File: src/rtl/inst_fetch_queue_if.sv
// Handshake bundle between pc_reg, instruction memory, the fetch queue and decode.
//   pc / ce / pc_stall                 : fetch address, enable and hold-back to pc_reg
//   flush                              : redirect, kills queued and in-flight fetches
//   rom_req_valid/ready, rom_addr      : request channel to instruction memory
//   rom_resp_valid, rom_resp_inst      : in-order response channel (no back-pressure)
//   if_valid, if_pc, if_inst, id_ready : head-of-queue handshake to decode
// Modport master is the fetch queue; slave is the surrounding pipeline/memory.
interface inst_fetch_queue_if #(
  parameter int unsigned ADDR_W = 32,
  parameter int unsigned INST_W = 32
);
  logic [ADDR_W-1:0] pc;
  logic              ce;
  logic              pc_stall;
  logic              flush;
  logic              rom_req_valid;
  logic              rom_req_ready;
  logic [ADDR_W-1:0] rom_addr;
  logic              rom_resp_valid;
  logic [INST_W-1:0] rom_resp_inst;
  logic              if_valid;
  logic [ADDR_W-1:0] if_pc;
  logic [INST_W-1:0] if_inst;
  logic              id_ready;

  modport master (
    input  pc, ce, flush, rom_req_ready, rom_resp_valid, rom_resp_inst, id_ready,
    output pc_stall, rom_req_valid, rom_addr, if_valid, if_pc, if_inst
  );

  modport slave (
    output pc, ce, flush, rom_req_ready, rom_resp_valid, rom_resp_inst, id_ready,
    input  pc_stall, rom_req_valid, rom_addr, if_valid, if_pc, if_inst
  );
endinterface

File: src/rtl/inst_fetch_queue.sv
// Instruction fetch queue between pc_reg and the if_id register.
// Issues fetch requests for pc, tracks in-order memory responses, buffers up to DEPTH
// instructions with their PCs and hands them to decode in order. A flush empties the
// queue and remembers how many in-flight responses must still be thrown away.
// Ports:
//   clk : rising-edge clock
//   rst : asynchronous active-low reset
//   bus : inst_fetch_queue_if.master (pc_reg, memory and decode handshakes)
module inst_fetch_queue #(
  parameter int unsigned ADDR_W = 32,
  parameter int unsigned INST_W = 32,
  parameter int unsigned DEPTH  = 4
) (
  input logic                clk,
  input logic                rst,
  inst_fetch_queue_if.master bus
);

  localparam int unsigned PtrW = $clog2(DEPTH);
  localparam int unsigned CntW = $clog2(DEPTH + 1);

  typedef logic [PtrW-1:0] ptr_t;
  typedef logic [CntW-1:0] cnt_t;

  localparam cnt_t Full = cnt_t'(DEPTH);

  logic [ADDR_W-1:0] pc_q     [DEPTH];
  logic [INST_W-1:0] inst_q   [DEPTH];
  logic [DEPTH-1:0]  filled_q;
  ptr_t              head_q, alloc_q, fill_q;
  cnt_t              count_q;
  // Allocated entries still waiting for their response.
  cnt_t              pend_q;
  // Responses still owed to requests killed by a flush.
  cnt_t              drop_q;

  logic req_valid, accept, head_valid, deq, fill, drop_resp;
  cnt_t count_d, pend_d, owed, flush_drop;

  always_comb begin
    // Gated by rst so no request is presented while held in reset.
    req_valid = rst & bus.ce & ~bus.flush & (drop_q == '0) & (count_q < Full);
    accept    = req_valid & bus.rom_req_ready;

    bus.rom_req_valid = req_valid;
    bus.rom_addr      = bus.pc;
    bus.pc_stall      = bus.ce & ~accept;

    head_valid   = filled_q[head_q];
    bus.if_valid = head_valid;
    bus.if_pc    = head_valid ? pc_q[head_q] : '0;
    bus.if_inst  = head_valid ? inst_q[head_q] : '0;

    deq       = head_valid & bus.id_ready & ~bus.flush;
    drop_resp = bus.rom_resp_valid & (drop_q != '0);
    // A response with nothing pending is a protocol error and is ignored.
    fill      = bus.rom_resp_valid & ~bus.flush & (drop_q == '0) & (pend_q != '0);

    count_d = count_q + cnt_t'(accept) - cnt_t'(deq);
    pend_d  = pend_q + cnt_t'(accept) - cnt_t'(fill);

    // On flush every unfilled allocation becomes a response to drop; a response in the
    // flush cycle itself is already one of those.
    owed       = pend_q + drop_q;
    flush_drop = (bus.rom_resp_valid && owed != '0) ? owed - cnt_t'(1) : owed;
  end

  always_ff @(posedge clk or negedge rst) begin
    if (!rst) begin
      for (int i = 0; i < int'(DEPTH); i++) begin
        pc_q[i]   <= '0;
        inst_q[i] <= '0;
      end
      filled_q <= '0;
      head_q   <= '0;
      alloc_q  <= '0;
      fill_q   <= '0;
      count_q  <= '0;
      pend_q   <= '0;
      drop_q   <= '0;
    end else if (bus.flush) begin
      filled_q <= '0;
      head_q   <= '0;
      alloc_q  <= '0;
      fill_q   <= '0;
      count_q  <= '0;
      pend_q   <= '0;
      drop_q   <= flush_drop;
    end else begin
      // Alloc, fill and head always address distinct entries when active together.
      if (accept) begin
        pc_q[alloc_q]     <= bus.pc;
        inst_q[alloc_q]   <= '0;
        filled_q[alloc_q] <= 1'b0;
        alloc_q           <= alloc_q + ptr_t'(1);
      end
      if (fill) begin
        inst_q[fill_q]   <= bus.rom_resp_inst;
        filled_q[fill_q] <= 1'b1;
        fill_q           <= fill_q + ptr_t'(1);
      end
      if (deq) begin
        filled_q[head_q] <= 1'b0;
        head_q           <= head_q + ptr_t'(1);
      end
      if (drop_resp) begin
        drop_q <= drop_q - cnt_t'(1);
      end
      count_q <= count_d;
      pend_q  <= pend_d;
    end
  end

endmodule
File: src/flat_wrapper.sv
// flat-port wrapper written by rule: the top's interface ports become plain ports
module inst_fetch_queue_flat 
#(
  parameter int unsigned ADDR_W = 32,
  parameter int unsigned INST_W = 32,
  parameter int unsigned DEPTH  = 4
)
  (clk, rst, bus_pc, bus_ce, bus_flush, bus_rom_req_ready, bus_rom_resp_valid, bus_rom_resp_inst, bus_id_ready, bus_pc_stall, bus_rom_req_valid, bus_rom_addr, bus_if_valid, bus_if_pc, bus_if_inst);
  inst_fetch_queue_if #(.ADDR_W(ADDR_W), .INST_W(INST_W)) bus_i ();
  input logic clk;
  input logic rst;
  input wire logic [$bits(bus_i.pc)-1:0] bus_pc;
  input wire logic [$bits(bus_i.ce)-1:0] bus_ce;
  input wire logic [$bits(bus_i.flush)-1:0] bus_flush;
  input wire logic [$bits(bus_i.rom_req_ready)-1:0] bus_rom_req_ready;
  input wire logic [$bits(bus_i.rom_resp_valid)-1:0] bus_rom_resp_valid;
  input wire logic [$bits(bus_i.rom_resp_inst)-1:0] bus_rom_resp_inst;
  input wire logic [$bits(bus_i.id_ready)-1:0] bus_id_ready;
  output wire logic [$bits(bus_i.pc_stall)-1:0] bus_pc_stall;
  output wire logic [$bits(bus_i.rom_req_valid)-1:0] bus_rom_req_valid;
  output wire logic [$bits(bus_i.rom_addr)-1:0] bus_rom_addr;
  output wire logic [$bits(bus_i.if_valid)-1:0] bus_if_valid;
  output wire logic [$bits(bus_i.if_pc)-1:0] bus_if_pc;
  output wire logic [$bits(bus_i.if_inst)-1:0] bus_if_inst;
  assign bus_i.pc = bus_pc;
  assign bus_i.ce = bus_ce;
  assign bus_i.flush = bus_flush;
  assign bus_i.rom_req_ready = bus_rom_req_ready;
  assign bus_i.rom_resp_valid = bus_rom_resp_valid;
  assign bus_i.rom_resp_inst = bus_rom_resp_inst;
  assign bus_i.id_ready = bus_id_ready;
  assign bus_pc_stall = bus_i.pc_stall;
  assign bus_rom_req_valid = bus_i.rom_req_valid;
  assign bus_rom_addr = bus_i.rom_addr;
  assign bus_if_valid = bus_i.if_valid;
  assign bus_if_pc = bus_i.if_pc;
  assign bus_if_inst = bus_i.if_inst;
  inst_fetch_queue #(.ADDR_W(ADDR_W), .INST_W(INST_W), .DEPTH(DEPTH)) u_core (.clk(clk), .rst(rst), .bus(bus_i));
endmodule
File: config.mk
export PLATFORM = sky130hd
export DESIGN_NAME = inst_fetch_queue_flat
export DESIGN_NICKNAME = d
export VERILOG_FILES = /design/src/rtl/inst_fetch_queue_if.sv /design/src/rtl/inst_fetch_queue.sv /design/src/flat_wrapper.sv
export SDC_FILE = /design/constraint.sdc
export NUM_CORES = 1
export LEC_CHECK = 0
export ABC_AREA = 1
export BUFFER_PORTS_ARGS = -buffer_cell sky130_fd_sc_hd__buf_2
export CORE_ASPECT_RATIO = 0.75
export CORE_MARGIN = 10
export CORE_UTILIZATION = 45
export CTS_BUF_LIST = sky130_fd_sc_hd__clkbuf_8
export DETAILED_ROUTE_END_ITERATION = 16
export HOLD_SLACK_MARGIN = 0.08
export SETUP_SLACK_MARGIN = 0.1
export SYNTH_ARGS = -nofsm -noshare
export SYNTH_HDL_FRONTEND = slang
export SYNTH_SLANG_ARGS = --single-unit
File: constraint.sdc
create_clock -name clk -period 7.4 [get_ports clk]
set_input_delay 0.74 -clock clk [delete_from_list [all_inputs] [get_ports clk]]
set_output_delay 0.74 -clock clk [all_outputs]
set_load 0.02 [all_outputs]
==> reports/metrics.csv <==
metric;value;unit
outcome;finished, final reports clean;
synth_edf_count;0;
io_buffers;169;
dieArea;43300;um^2
cts_tree;yes;
num_io_pins;170;
num_vias;15100;
drt_first_pass_iters;5;
clockRootBuffer;clkbuf_8;
ys.flop_type;dfrtp_1;
syn-cell-area;15900;um^2
rsz0062_at_grt;no;
track_usage;22.0;%
drv_slew;0;
core;34800;um^2
yosysMostFrequentCell;nand2_1;
tightest_slew;1.17;ns
crit_path_end_kind;primary output;
gp_congestion;0.782;
synth-async-reset-ratio;100;%
skew;0.0337;ns
dp_hpwl;27400;um
leakagePower;9.91;nW
p_total;4.04;mW
period_needed;4.70;ns
required;6.66;ns
regArea;6890;um^2
grt_pass1_vias;14300;
h-tree-depth;2;
setup_tns;0;ns
syn_area_per_cell;7.09;um^2
final-setup-viol-count;0;
cts.repair.resized;0;
post-route-period-util;63.5;%
synth_nets;2334;
cts_max_path_buffers;3;
r2r-start;u_core.head_q[0];
ys.warnings.count;0;
vias_per_cell;5.46;
hold_buffers;0;
die_w;237;um
reg2reg_depth;14;
syn_inst;2240;
initial_utilization;45.7;%
fp-row-count;59;
antenna_left;0;
fmax;0.213;GHz
synth.area.top_cells;dfrtp_1 (43%), nand2_1 (11%), a21oi_1 (8.2%);
power_density;231;nW/um^2
start_kind;flop;
clock_latency;0.59;ns
critPathArrivalTime;3.96;ns
synth_cell_types;25;
cts_buffers;46;
drive_gt1_share;11.9;%
multi_input_area;6910;um^2
areaGrowthSynthToFinish;10.0;%
netlist.area_leader.share;43.3;%
routedWlPerCell;17.9;um
fp.dieH;183;um
ir_drop;0.000125;V
yosys.area.top_type;dfrtp_1;
rrSetupSlack;3.63;ns
clock-sinks;275;
grt_max_degree;102;
post_cts_buffers;0;
regToRegEndpoint;u_core.count_q[2];
maxCapViolations;0;
finalHoldViolCount;0;
grt-ovfl-total;0;
cts.clk_slew.worst_paths;0.07;ns
worstSetupPathType;flop to primary output;
final_nets;2371;
ys_seq_area_share;43.3;%
hp-class;input port to asynchronous set/reset pin;
drt_iter0_markers;1470;
slew_headroom;22.1;%
fillers;3466;
grt_antenna_before_repair;3;
synth_seq_cells;275;
drcViolationCount;0;
path_max_fanout;71;
synth_top_cells_by_count;nand2_1 (455), inv_1 (288), dfrtp_1 (275);
routed_wl;49700;um
grt_pass1_wl;79000;um
[sequential cells by signal (all words and copies together), names as in the netlist]
| register | flops |
|---|---|
| u_core.inst_q | 128 |
| u_core.fill_q | 2 |
| u_core.filled_q | 4 |
| u_core.drop_q | 3 |
| u_core.pc_q | 128 |
| u_core.head_q | 2 |
| u_core.alloc_q | 2 |
| u_core.pend_q | 3 |
| u_core.count_q | 3 |
[cell families after synthesis]
kind of cell / share of synthesized area, %
AND/OR/NAND/NOR: 27.1
buffers and inverters: 13.3
AO/OA/AOI/OAI: 14.0
flip-flops: 43.3
adder cells (fa/ha/maj): 1.95
XOR/XNOR: 0.386
[where the power goes]
group / leakage (nW) / internal, mW / total (mW) / switching, mW
registers: 2.94 / 1.74 / 1.90 / 0.155
clock network: 0.547 / 0.757 / 1.42 / 0.660
logic: 6.42 / 0.278 / 0.723 / 0.445
total: 9.91 / 2.78 / 4.04 / 1.26
[cell usage in the layout (no fill, tap or decap), types with 4 or more instances in the layout]
cell / count
nand2_1: 455
inv_1: 302
nor2_1: 273
dfrtp_1: 273
a21oi_1: 259
buf_2: 168
nand3_1: 139
o21ai_0: 137
nand4_1: 131
clkbuf_8: 56
o22ai_1: 32
buf_4: 28
ha_1: 20
clkinv_2: 6
xnor2_1: 4
a21boi_0: 4
[final cells by class]
class / instances / area share [%]
Multi-Input combinational cell: 1467 / 39.5
Sequential cell: 275 / 39.4
Inverter: 290 / 6.28
Timing Repair Buffer: 197 / 6.10
Clock buffer: 56 / 4.41
Tap cell: 457 / 3.27
Clock inverter: 27 / 1.00
Antenna cell: 1 / 0.0143
[worst max-delay path: stages (launching register included)]
cell and delay, ns:
dfrtp_4 0.88, buf_4 0.79, nand2_1 0.10, nand3_1 0.11, nand2_1 0.08, inv_2 0.44, buf_4 0.57, nand2_1 0.12
inv_1 0.07, buf_2 0.16
[routing by layer]
| layer | up-vias | share of wire, % | track usage [%] |
|---|---|---|---|
| met4 | 4 | 1.5 | 5.16 |
| li1 | 7245 | - | - |
| met5 | - | 0.042 | 0 |
| met2 | 560 | 45 | 34.5 |
| met3 | 71 | 7.3 | 3.72 |
| met1 | 7237 | 46 | 31.2 |
[metrics by stage]
step	std cells	hold WS, ns	utilization, %	area, um^2	setup slack, ns
floorplan	2240	0.444	-	15900	4.89
global placement	2686	0.456	47.5	16500	3.41
detailed placement	2686	0.460	47.5	16500	3.30
CTS	2769	0.230	50.3	17500	2.67
global route	2769	0.255	50.3	17500	2.44
finish	2770	0.181	50.3	17500	2.70
[worst max path at each step]
stage,from,endpoint,slack [ns],depth (start not counted)
global route,u_core.head_q[0],bus_if_inst[21],2.44,9
floorplan,bus_flush,u_core.pend_q[2],4.89,12
global placement,u_core.head_q[0],bus_if_inst[30],3.41,9
finish,u_core.head_q[0],bus_if_pc[10],2.70,9
detailed placement,u_core.head_q[0],bus_if_inst[21],3.30,9
CTS,u_core.head_q[0],bus_if_pc[3],2.67,9
No activity file was read; power rests on OpenSTA's default activity.
